File: config.mk
export PLATFORM = sky130hd
export DESIGN_NAME = muldiv_ctrl
export DESIGN_NICKNAME = d
export VERILOG_FILES = /design/src/rtl/muldiv_ctrl_pkg.sv /design/src/rtl/muldiv_core.sv /design/src/rtl/muldiv_ctrl.sv
export SDC_FILE = /design/constraint.sdc
export NUM_CORES = 1
export LEC_CHECK = 0
export ABC_CLOCK_PERIOD_IN_PS = 3100
export BUFFER_PORTS_ARGS = -buffer_cell sky130_fd_sc_hd__buf_4
export CAP_MARGIN = 15
export CORE_UTILIZATION = 56
export DETAILED_ROUTE_END_ITERATION = 10
export GPL_ROUTABILITY_DRIVEN = 1
export MAX_ROUTING_LAYER = met4
export PLACE_DENSITY_LB_ADDON = 0.15
export SKIP_LAST_GASP = 1
export SLEW_MARGIN = 5
export SYNTH_ARGS = -nofsm -noshare
export SYNTH_HDL_FRONTEND = slang
export SYNTH_SLANG_ARGS = --single-unit
File: constraint.sdc
create_clock -name clk -period 3.1 [get_ports clk]
set_input_delay 0.62 -clock clk [delete_from_list [all_inputs] [get_ports clk]]
set_output_delay 0.62 -clock clk [all_outputs]
set_load 0.01 [all_outputs]
File: src/rtl/muldiv_ctrl_pkg.sv
// Shared multiply/divide operation codes and small decode helpers
// used by the HI/LO controller and its datapath.
package muldiv_ctrl_pkg;

  typedef enum logic [1:0] {
    MD_MULT  = 2'b00,
    MD_MULTU = 2'b01,
    MD_DIV   = 2'b10,
    MD_DIVU  = 2'b11
  } mdOp_e;

  // Signed variants carry a zero in the low opcode bit.
  function automatic logic isSignedOp(input logic [1:0] op);
    return (op[0] == 1'b0);
  endfunction

  function automatic logic isDivOp(input logic [1:0] op);
    return op[1];
  endfunction

endpackage

File: src/rtl/muldiv_core.sv
// Iterative datapath: one shift-add (multiply) or one restoring-divide
// step per cycle on an {accHi, accLo} register pair.
module muldiv_core
  import muldiv_ctrl_pkg::*;
#(
  parameter int WIDTH = 32
) (
  input  logic             clk,
  input  logic             reset,
  input  logic             load,
  input  logic             step,
  input  logic [1:0]       op,
  input  logic [WIDTH-1:0] loadA,
  input  logic [WIDTH-1:0] loadB,
  output logic [WIDTH-1:0] accHi,
  output logic [WIDTH-1:0] accLo
);

  logic [WIDTH-1:0] accHi_r;
  logic [WIDTH-1:0] accLo_r;
  logic [WIDTH-1:0] opB_r;
  logic             isDiv_s;
  logic [WIDTH:0]   sum_s;
  logic [WIDTH:0]   remShift_s;
  logic             geq_s;
  logic [WIDTH-1:0] diff_s;
  logic [WIDTH-1:0] nextHi_s;
  logic [WIDTH-1:0] nextLo_s;

  // Single-step arithmetic for both operations.
  always_comb begin
    isDiv_s    = isDivOp(op);
    sum_s      = {1'b0, accHi_r} + (accLo_r[0] ? {1'b0, opB_r} : {(WIDTH+1){1'b0}});
    remShift_s = {accHi_r, accLo_r[WIDTH-1]};
    geq_s      = (remShift_s >= {1'b0, opB_r});
    // When geq_s holds the difference is below 2^WIDTH, so the narrow subtract is exact.
    diff_s     = remShift_s[WIDTH-1:0] - opB_r;
    nextHi_s   = accHi_r;
    nextLo_s   = accLo_r;
    if (isDiv_s) begin
      if (geq_s) begin
        nextHi_s = diff_s;
        nextLo_s = {accLo_r[WIDTH-2:0], 1'b1};
      end else begin
        nextHi_s = remShift_s[WIDTH-1:0];
        nextLo_s = {accLo_r[WIDTH-2:0], 1'b0};
      end
    end else begin
      nextHi_s = sum_s[WIDTH:1];
      nextLo_s = {sum_s[0], accLo_r[WIDTH-1:1]};
    end
  end

  // Accumulator registers: load operands, then advance one step per enabled cycle.
  always_ff @(posedge clk) begin
    if (reset) begin
      accHi_r <= {WIDTH{1'b0}};
      accLo_r <= {WIDTH{1'b0}};
      opB_r   <= {WIDTH{1'b0}};
    end else if (load) begin
      accHi_r <= {WIDTH{1'b0}};
      accLo_r <= loadA;
      opB_r   <= loadB;
    end else if (step) begin
      accHi_r <= nextHi_s;
      accLo_r <= nextLo_s;
    end else begin
      accHi_r <= accHi_r;
      accLo_r <= accLo_r;
    end
  end

  assign accHi = accHi_r;
  assign accLo = accLo_r;

endmodule

File: src/rtl/muldiv_ctrl.sv
// HI/LO owner for the MIPS core: sequences the iterative mul/div datapath,
// applies sign fix-up, handles MTHI/MTLO and raises the Decode stall request.
module muldiv_ctrl
  import muldiv_ctrl_pkg::*;
#(
  parameter int WIDTH = 32,
  parameter int ITER  = 32
) (
  input  logic             clk,
  input  logic             reset,
  input  logic             StartE,
  input  logic [1:0]       OpE,
  input  logic [WIDTH-1:0] SrcAE,
  input  logic [WIDTH-1:0] SrcBE,
  input  logic             WriteHiE,
  input  logic             WriteLoE,
  input  logic             HiLoAccessD,
  output logic [WIDTH-1:0] Hi,
  output logic [WIDTH-1:0] Lo,
  output logic             Busy,
  output logic             StallMD
);

  localparam int CNT_W = $clog2(ITER) + 1;
  localparam logic [CNT_W-1:0] CNT_LOAD = CNT_W'(ITER);
  localparam logic [CNT_W-1:0] CNT_LAST = CNT_W'(32'd1);

  typedef enum logic [1:0] {
    IDLE  = 2'b00,
    BUSY  = 2'b01,
    FIXUP = 2'b10
  } state_e;

  state_e           state_r;
  logic [CNT_W-1:0] cnt_r;
  logic [1:0]       op_r;
  logic             negA_r;
  logic             negB_r;
  logic             divZero_r;
  logic [WIDTH-1:0] srcA_r;
  logic [WIDTH-1:0] hi_r;
  logic [WIDTH-1:0] lo_r;
  logic             busy_r;

  logic             start_s;
  logic             step_s;
  logic             signedIn_s;
  logic [WIDTH-1:0] magA_s;
  logic [WIDTH-1:0] magB_s;
  logic [WIDTH-1:0] coreHi_s;
  logic [WIDTH-1:0] coreLo_s;
  logic [2*WIDTH-1:0] prod_s;
  logic [WIDTH-1:0] resHi_s;
  logic [WIDTH-1:0] resLo_s;

  // Operand magnitudes for signed ops; unsigned ops pass straight through.
  always_comb begin
    signedIn_s = isSignedOp(OpE);
    start_s    = (state_r == IDLE) && StartE;
    step_s     = (state_r == BUSY);
    if (signedIn_s && SrcAE[WIDTH-1]) begin
      magA_s = -SrcAE;
    end else begin
      magA_s = SrcAE;
    end
    if (signedIn_s && SrcBE[WIDTH-1]) begin
      magB_s = -SrcBE;
    end else begin
      magB_s = SrcBE;
    end
  end

  muldiv_core #(
    .WIDTH(WIDTH)
  ) uCore (
    .clk   (clk),
    .reset (reset),
    .load  (start_s),
    .step  (step_s),
    .op    (op_r),
    .loadA (magA_s),
    .loadB (magB_s),
    .accHi (coreHi_s),
    .accLo (coreLo_s)
  );

  // Sign correction and divide-by-zero override applied to the raw magnitudes.
  always_comb begin
    prod_s  = {coreHi_s, coreLo_s};
    resHi_s = coreHi_s;
    resLo_s = coreLo_s;
    if (isDivOp(op_r)) begin
      if (divZero_r) begin
        resHi_s = srcA_r;
        resLo_s = {WIDTH{1'b1}};
      end else begin
        resLo_s = (negA_r ^ negB_r) ? -coreLo_s : coreLo_s;
        resHi_s = negA_r ? -coreHi_s : coreHi_s;
      end
    end else begin
      if (negA_r ^ negB_r) begin
        prod_s = -{coreHi_s, coreLo_s};
      end else begin
        prod_s = {coreHi_s, coreLo_s};
      end
      resHi_s = prod_s[2*WIDTH-1:WIDTH];
      resLo_s = prod_s[WIDTH-1:0];
    end
  end

  // Control FSM, iteration counter and architectural HI/LO registers.
  always_ff @(posedge clk) begin
    if (reset) begin
      state_r   <= IDLE;
      cnt_r     <= {CNT_W{1'b0}};
      op_r      <= 2'b00;
      negA_r    <= 1'b0;
      negB_r    <= 1'b0;
      divZero_r <= 1'b0;
      srcA_r    <= {WIDTH{1'b0}};
      hi_r      <= {WIDTH{1'b0}};
      lo_r      <= {WIDTH{1'b0}};
      busy_r    <= 1'b0;
    end else begin
      case (state_r)
        IDLE: begin
          if (StartE) begin
            state_r   <= BUSY;
            busy_r    <= 1'b1;
            cnt_r     <= CNT_LOAD;
            op_r      <= OpE;
            negA_r    <= signedIn_s & SrcAE[WIDTH-1];
            negB_r    <= signedIn_s & SrcBE[WIDTH-1];
            divZero_r <= (SrcBE == {WIDTH{1'b0}});
            srcA_r    <= SrcAE;
          end else begin
            if (WriteHiE) begin
              hi_r <= SrcAE;
            end else begin
              hi_r <= hi_r;
            end
            if (WriteLoE) begin
              lo_r <= SrcAE;
            end else begin
              lo_r <= lo_r;
            end
          end
        end
        BUSY: begin
          cnt_r <= cnt_r - CNT_LAST;
          if (cnt_r == CNT_LAST) begin
            state_r <= FIXUP;
          end else begin
            state_r <= BUSY;
          end
        end
        FIXUP: begin
          hi_r    <= resHi_s;
          lo_r    <= resLo_s;
          busy_r  <= 1'b0;
          state_r <= IDLE;
        end
        default: begin
          state_r <= IDLE;
          busy_r  <= 1'b0;
        end
      endcase
    end
  end

  assign Hi      = hi_r;
  assign Lo      = lo_r;
  assign Busy    = busy_r;
  // Same-cycle so the hazard unit can hold Decode before it issues a HI/LO access.
  assign StallMD = busy_r & HiLoAccessD;

endmodule
# Word-level counts from Yosys, hierarchy flattened
# Index checks and enable logic that the tools add are counted.
[word_totals]
wordCells = 78
out_inout_bits = 66
input_bits = 72
mem_bits_rw = 0
reg_bits = 206
mem_count = 0
latchBits = 0
mem_bits_ro = 0
[op_classes]
eq_ne = 7
n_reduce_logical = 14
mul = 0
magnitude_cmp = 1
n_shift = 0
div_mod_pow = 0
mux = 29
bitwise = 6
add_sub_neg = 8
[ops]
columns = ["operator", "n"]
rows = [
  ["2-to-1 mux 32 bit", 18],
  ["negator 32 bit", 4],
  ["one-hot mux 32 bit (2 select lines)", 2],
  ["2-to-1 mux 64 bit", 1],
  ["negator 64 bit", 1],
  ["adder 32 x 33 -> 33 bit", 1],
  [">= comparator 33 x 32 -> 1 bit", 1],
  ["zero test 32 bit", 1],
  ["subtractor 32 bit", 1],
  ["one-hot mux 6 bit (2 select lines)", 1],
  ["inequality test 2 bit (second input constant)", 4],
  ["== test 6 x 1 -> 1 bit (second input constant)", 1],
  ["2-to-1 mux 6 bit", 1],
  ["AND reduction 2 bit", 3],
  ["AND reduction 3 bit", 2],
  ["nonzero test 2 bit", 3],
  ["subtractor 6 x 1 -> 6 bit (second input constant)", 1],
  ["2-to-1 mux 2 bit", 2],
  ["one-hot mux 2 bit (2 select lines)", 1],
  ["bitwise AND 1 bit", 3],
  ["logical AND 1 bit", 3],
  ["== test 2 x 1 -> 1 bit (second input constant)", 1],
  ["== test 2 bit (second input constant)", 1],
  ["zero test 2 bit", 1],
  ["5 further kinds", 7],
]

# Longest topological paths before layout
# Gate-level depths: netlist (run 1).
[logic_depth]
word_depth = 5
mapped_depth = 14
depth_no_buf = 12

# Modules after synthesis
# From an unflattened synthesis (run 1), not the netlist that was laid out.
[unflattened]
cells_unflattened = 2252
hier_area_um2 = 16803.6
[modules_own_cells]
columns = ["module", "cells_each", "area_each_um2", "seq_area_each_um2", "n_inst"]
rows = [
  ["muldiv_ctrl", 1240, 9013.6, 2202.1, 1],
  ["muldiv_core", 1012, 7790.0, 1921.8, 1],
]

# Worst setup path before layout (run 1)
# Ideal clock, no wire load.
[synth_path]
path_kind = "register to register"
startpoint = "register uCore.accLo_r[0], in the netlist uCore.accLo[0]"
endpoint = "register uCore.accHi_r[26], in the netlist uCore.accHi[26]"
arrival_ns = 3.169
n_path_buf = 1
setup_time_ns = 0.117
required_ns = 2.983
setup_slack_ns = -0.187
path_stages_with_launch = 14
synth_period_minus_slack_ns = 3.287
path_cell_list = "dfxtp_1 inv_1 clkbuf_1 nor2_1 ha_1 a21oi_1 o21ai_0 a311o_1 a221o_1 o41a_1 a31oi_1 xor2_1 nand2_1 a32o_1"
[synth_between]
elab_chain_cells = 3
[synth_rtl]
columns = ["item", "line_no", "text"]
rows = [
  ["from (decl)", "muldiv_core.sv:20", "logic [WIDTH-1:0] accLo_r;"],
  ["from (signal assigned)", "muldiv_core.sv:58", "accLo_r <= {WIDTH{1'b0}};"],
  ["from (signal assigned)", "muldiv_core.sv:62", "accLo_r <= loadA;"],
  ["from (signal assigned)", "muldiv_core.sv:66", "accLo_r <= nextLo_s;"],
  ["2-to-1 mux 32 bit", "muldiv_core.sv:33", "sum_s = {1'b0, accHi_r} + (accLo_r[0] ? {1'b0, opB_r} : {(WIDTH+1){1'b0}});"],
  ["adder 32 x 33 -> 33 bit", "muldiv_core.sv:33", ""],
  ["2-to-1 mux 32 bit", "muldiv_core.sv:40", "if (isDiv_s) begin"],
  ["to (signal assigned)", "muldiv_core.sv:57", "accHi_r <= {WIDTH{1'b0}};"],
  ["to (signal assigned)", "muldiv_core.sv:61", "accHi_r <= {WIDTH{1'b0}};"],
  ["to (signal assigned)", "muldiv_core.sv:65", "accHi_r <= nextHi_s;"],
  ["to (decl)", "muldiv_core.sv:19", "logic [WIDTH-1:0] accHi_r;"],
]
# No other way between the ends.
# A chain may end at the register's enable or synchronous reset.

# Final worst setup path (run 1)
[layout_path]
startpoint = "register uCore.accLo_r[0], in the netlist uCore.accLo[0]"
endpoint = "register uCore.accHi_r[25], in the netlist uCore.accHi[25]"
# Same word-level chain as after synthesis.

==> flow_summary.toml, run 1 <==
[global_route]
grt_pass1_vias = 17527
grt_remaining_overflow = 0
grt_pass1_wl_um = 96200
groute.usage.overall_pct = 43.1
use_met1_pct = 55.3
grt_use_met2_pct = 63.6
busiest_layer = "met2"
use_met3_pct = 8.72
grt_max_degree = 99
grt_antenna_before_repair = 4

[sta]
fin_crit_sh_pct = 105
relSlewSlack_pct = 36.2
skew_ns = 0.0204
tns_ns = -1.06
max_freq_mhz = 308
min_period_ns = 3.25
drv_slew = 0
rsz0062_at_grt = "yes"
tightest_slew_ns = 0.957
fin_ws_ns = -0.148
hold_viol = 0
setup_viol = 20
fin_hold_ws_ns = 0.314

[synthesis]
postSynthAreaPerCell_um2 = 7.26
synth_commonest_cells = "nand2_1, nor2_1, a21oi_1"
synth.top_cell.area_share_pct = 25.2
syn-cell-area_mm2 = 0.0163
synth.most_common_cell = "nand2_1"
syn_nets = 2383
yosysUniqueCellTypes = 88
yosysTopAreaCell = "dfxtp_1"
synthTopCellsByArea = "dfxtp_1, a21oi_1, nand2_1"
ys_async_sr_fraction_pct = 0
synth-seq-cells = 205
synth_cells = 2239
ys_warn_count = 0
synthFlopType = "dfxtp_1"
ys_seq_area_share_pct = 25.2
synth_edf_count = 0

[finish]
final_area_mm2 = 0.0208
syn2layout_area_growth_pct = 27.8
seq_area_mm2 = 0.00413
stdcell_count = 2891
finalNetCount = 2632
multi_input_area_mm2 = 0.0119
fillerInstances = 2270
drive_above_1_share_pct = 24.0
post-route-util_pct = 72.6

[place]
dp_hpwl_um = 46900
dpl-instance-area_mm2 = 0.0191
portBuffers = 137
pre_cts_ws_ns = -0.239
routabilityCongestion = 1.08
dp_cells = 2824

[power]
p_leak_nw = 8.46
max-vdd-ir-drop_v = 0.000452
power-per-cell-area_mw_per_mm2 = 460
fin_total_pwr_mw = 9.56

[clocking]
cts_sinks = 205
cts_tree = "yes"
cts_made_buffers = 25
path_clk_slew_ns = 0.06
root_buffer = "clkbuf_16"
cts.htree.levels = 1
clk_path_buf_depth = 3
clk_latency_ns = 0.56

[die]
core_region_area_mm2 = 0.0286
io_pins = 138
initial_utilization_pct = 56.8
dieArea_mm2 = 0.0297
die_w_um = 172
die_h_um = 172
row_count = 62

[outcome]
status = "finished, violations left"
violations = "negative setup slack"

[worst_setup_path]
start_kind = "register"
r2r_setup_slack_ns = -0.15
reg2regPathDepth = 12
cpMostUsedCell = "o211ai_1"
critical_path.cell_chain = "and2_4 > ha_4 > fa_2 > a211oi_2 > o211ai_1 > a221oi_2 > o2111ai_1 > o211ai_1 > nor3_1 > or3_1 > a21oi_2 > o31ai_1"
end_kind = "register"
r2r_end = "uCore.accHi[25]"
cp.arrival_ns = 3.67
cp.required_ns = 3.52
cp_slowest_cell = "fa_2"
r2r_start = "uCore.accLo[0]"
cp_max_fo = 3
crit_path_max_incr_delay_ns = 0.40
crit_type = "reg2reg"

[worst_hold_path]
min-delay-start = "OpE[1]"
whs_endpoint = "op_r[1]"
min_path_type = "in2reg"
holdPathStages = 3

[drt]
vias = 19029
drc = 0
via_per_inst = 6.58
drtAntennaViolNets = 0
wl_per_cell_um = 22.3
drt-pass1-iter-count = 7
wl_um = 64300
first_iter_violations = 2334

[run]
cap_violations = 0
[cell usage in the layout (no fill, tap or decap), types with 51 or more instances in the layout]
| master | n |
|---|---|
| a211oi_1 | 67 |
| a21oi_1 | 227 |
| buf_4 | 389 |
| dfxtp_1 | 190 |
| ha_1 | 51 |
| inv_1 | 56 |
| mux2i_1 | 51 |
| nand2_1 | 241 |
| nor2_1 | 229 |
| nor3_1 | 78 |
| o21ai_0 | 114 |
| xnor2_1 | 68 |
| xor2_1 | 95 |
[worst max-delay path by stage]
stage                          startpoint         endpoint  slack, ns
final                      uCore.accLo[0]  uCore.accHi[25]      -0.15
after global routing       uCore.accLo[0]  uCore.accHi[25]      -0.24
after CTS                  uCore.accLo[0]  uCore.accHi[26]      -0.03
after detailed placement  uCore.opB_r[17]  uCore.accHi[26]      -0.24
after global placement    uCore.opB_r[20]  uCore.accHi[24]      -0.15
after floorplan           uCore.accHi[23]  uCore.accHi[16]     -0.006
[sequential cells by signal (all words and copies together), names as in the netlist, 2 cells and up]
register	cells
state_r	2
uCore.accHi	32
Hi	32
cnt_r	6
uCore.opB_r	32
Lo	32
srcA_r	32
uCore.accLo	32
[cell families after synthesis]
kind of cell / count (synthesis) / synth area share [%]
buffers and inverters: 247 / 5.97
AO/OA/AOI/OAI: 726 / 28.8
XOR/XNOR: 167 / 9.00
multiplexers: 58 / 3.63
adder cells (fa/ha/maj): 72 / 5.63
flip-flops: 205 / 25.2
AND/OR/NAND/NOR: 764 / 21.8
[power breakdown]
| part | leakage, nW | switching (mW) | total, mW | internal, mW |
|---|---|---|---|---|
| clock network | 0.417 | 1.29 | 3.16 | 1.87 |
| registers | 1.69 | 0.191 | 3.02 | 2.83 |
| logic | 6.35 | 1.95 | 3.37 | 1.42 |
[repair_timing]
item,4_1_cts,5_1_grt
buffers inserted,6,17
pin swaps,10,58
gates resized for setup,31,118
setup endpoints to repair,35,48
cloned,0,1
hold buffers,0,0
[worst max-delay path, delay by kind of cell (launching register included)]
kind	cells	cell delay (ns)
adders and majority gates	2	0.56
and+or+nand+nor	3	0.63
AOI/OAI and AO/OA	7	1.55
DFF	1	0.37
[final cells by class]
type,instances,share of cell area (%)
timing repair buffer,404,15.2
clock inverter,14,0.964
tap,384,2.31
sequential,205,19.9
antenna,2,0.0241
clock buffer,30,3.20
inverter,65,1.23
multi-input combinational,1787,57.1
[layer usage]
metal	routed length, µm	part of all wire [%]
met1	25400	39
met2	27700	43
met3	7470	12
met4	3720	5.8
met5	0	0
No activity file was read; power rests on OpenSTA's default activity.
==> run 2: changes to the inputs <==
--- a/config.mk
+++ b/config.mk
@@ -5,10 +5,10 @@
 export SDC_FILE = /design/constraint.sdc
 export NUM_CORES = 1
 export LEC_CHECK = 0
-export ABC_CLOCK_PERIOD_IN_PS = 3100
+export ABC_CLOCK_PERIOD_IN_PS = 3550
 export BUFFER_PORTS_ARGS = -buffer_cell sky130_fd_sc_hd__buf_4
 export CAP_MARGIN = 15
-export CORE_UTILIZATION = 56
+export CORE_UTILIZATION = 62
 export DETAILED_ROUTE_END_ITERATION = 10
 export GPL_ROUTABILITY_DRIVEN = 1
 export MAX_ROUTING_LAYER = met4
==> constraint.sdc (replaced) <==
create_clock -name clk -period 3.55 [get_ports clk]
set_input_delay 0.71 -clock clk [delete_from_list [all_inputs] [get_ports clk]]
set_output_delay 0.71 -clock clk [all_outputs]
set_load 0.01 [all_outputs]
==> run 2 against run 1 <==
Against the previous run:
- the run now ends clean
- via count decreased by 2.2%
- sequential power is 13% lower
- critical path depth up 3
- count of clock-buffer cells in the layout up 6
- global-route usage increased by 5.2 points
- combinational power fell by 22%
- final area fell by 8.2%
- first-iteration DRC count up 23%
- total power shrank 17%
- core utilization increased by 2.3 points
==> flow_summary.toml, run 2 (synthesized netlist as in run 1, its figures left out) <==
[power]
max-vdd-ir-drop_v = 0.000439
pwr-share-seq_pct = 33.3
p_int_mw = 5.06
fin_total_pwr_mw = 7.93
power.net_switching_mw = 2.87
power-per-cell-area_mw_per_mm2 = 416
p_leak_nw = 7.77
clkPwrFrac_pct = 33.3
swShare_pct = 36.2
pwr-share-comb_pct = 33.3

[worst_setup_path]
cp_slowest_cell = "a211oi_2"
crit_path_max_incr_delay_ns = 0.41
cp_max_fo = 16
crit_type = "reg2reg"
end_kind = "register"
cp.arrival_ns = 3.95
r2r_start = "uCore.accLo[0]"
cp.required_ns = 4.02
critical_path.cell_chain = "inv_1 > buf_12 > buf_4 > nor2_1 > ha_1 > o21ai_0 > a211oi_2 > a22oi_1 > o311ai_1 > a41oi_1 > o21ai_0 > buf_4 > xor2_1 > o221ai_1 > a21oi_1"
startpoint = "uCore.accLo[0]"
start_kind = "register"

[finish]
layout_common_cells = "buf_4, nand2_1, nor2_1"
final_area_mm2 = 0.0191
drive_above_1_share_pct = 15.5
syn2layout_area_growth_pct = 17.4
finalNetCount = 2509
fillerInstances = 1946
stdcell_count = 2715
layout_commonest_cell = "buf_4"

[global_route]
grt_pass1_wl_um = 96700
groute.usage.overall_pct = 48.2
grt_remaining_overflow = 0
grt_max_degree = 122
grt_antenna_before_repair = 4
grt_pass1_vias = 17017

[die]
initial_utilization_pct = 63.8
die_w_um = 164
dieArea_mm2 = 0.0269
die_h_um = 164
row_count = 58
io_pins = 138
core_region_area_mm2 = 0.0255

[drt]
drtAntennaViolNets = 0
via_per_inst = 6.86
drt-pass1-iter-count = 7
first_iter_violations = 2877
wl_um = 63800
drc = 0
vias = 18613
wl_per_cell_um = 23.5

[sta]
relSlewSlack_pct = 36.3
skew_ns = 0.0178
min_period_ns = 3.47
max_freq_mhz = 288
hold_viol = 0
fin_crit_sh_pct = 97.8
drv_slew = 0
rsz0062_at_grt = "yes"
tightest_slew_ns = 0.952
setup_viol = 0

[worst_hold_path]
min-delay-start = "OpE[1]"
min_path_type = "in2reg"

[clocking]
cts_made_buffers = 24
clk_latency_ns = 0.54
clk_path_buf_depth = 3
path_clk_slew_ns = 0.07
cts_tree = "yes"
cts.htree.levels = 1
cts_sinks = 205
root_buffer = "clkbuf_16"

[place]
routabilityCongestion = 1.05
portBuffers = 137
dpl-instance-area_mm2 = 0.0181
dp_cells = 2659
dp_hpwl_um = 46700

[run]
cap_violations = 0

[outcome]
status = "completed"
run 2: cell count changes in the layout (fill, tap and decap cells not counted), sizes merged:
cell and delta:
buf -121, bufinv -2, clkbuf +5, clkinv -4
clkinvlp -1, diode +2, inv -1
run 2: what timing repair did:
action | in CTS | in global routing
hold buffers | 0 | 0
setup buffers | 0 | 10
endpoints found under the hold margin | 0 | 0
gates resized for setup | 0 | 16
endpoints found under the setup margin | 0 | 15
run 2: layout make-up:
cell class / instances / area [µm²] / area share, %
clock buffer: 36 / 738 / 3.87
sequential: 205 / 4110 / 21.5
antenna: 4 / 10.0 / 0.0525
clock inverter: 6 / 88.8 / 0.466
timing repair buffer: 282 / 2180 / 11.4
multi-input combinational: 1787 / 11300 / 59.2
tap: 330 / 413 / 2.16
inverter: 65 / 244 / 1.28
run 2: final timing paths:
kind                                   endpoint  slack [ns]  cells past startpoint
worst max-delay path            uCore.accHi[27]        0.08                     15
worst min register to register           Lo[23]        0.45                      2
worst min-delay path                    op_r[1]        0.45                      3
worst max register to register  uCore.accHi[27]        0.08                     15
run 2: routing by layer:
metal,part of all wire (%),track usage (%),vias to the layer above
met3,15,14.7,314
met4,5.4,22.6,0
met2,40,66.6,1415
li1,-,-,8368
met5,0,-,-
met1,39,63.5,8516
run 2: per-stage QoR:
step           hold slack, ns  util, %  setup TNS, ns  worst slack (ns)
3_5_place_dp            0.445     71.0              0            0.0711
6_report                0.450     74.9              0            0.0776
3_3_place_gp            0.441     71.0              0             0.166
4_1_cts                 0.450     74.3              0            0.0515
5_1_grt                 0.460     74.9        -0.0992           -0.0758
2_1_floorplan           0.432        -              0             0.263
run 2: critical path, delay by kind of cell, from the launching register on:
kind	cells	cell delay, ns
adder cells (fa/ha/maj)	1	0.30
XOR/XNOR	1	0.15
AND/OR/NAND/NOR	1	0.07
flip-flops	1	0.31
AO/OA/AOI/OAI	8	1.88
buffers and inverters	4	0.70
run 2: power by group through the flow:
stage                     combinational (mW)  sequential [mW]  clock, mW
after floorplan                         1.62             2.64          0
after global placement                  2.44             2.67          0
after detailed placement                2.48             2.68          0
after CTS                               2.49             2.63       2.62
after global routing                    2.83             2.66       2.71
final                                   2.64             2.64       2.64
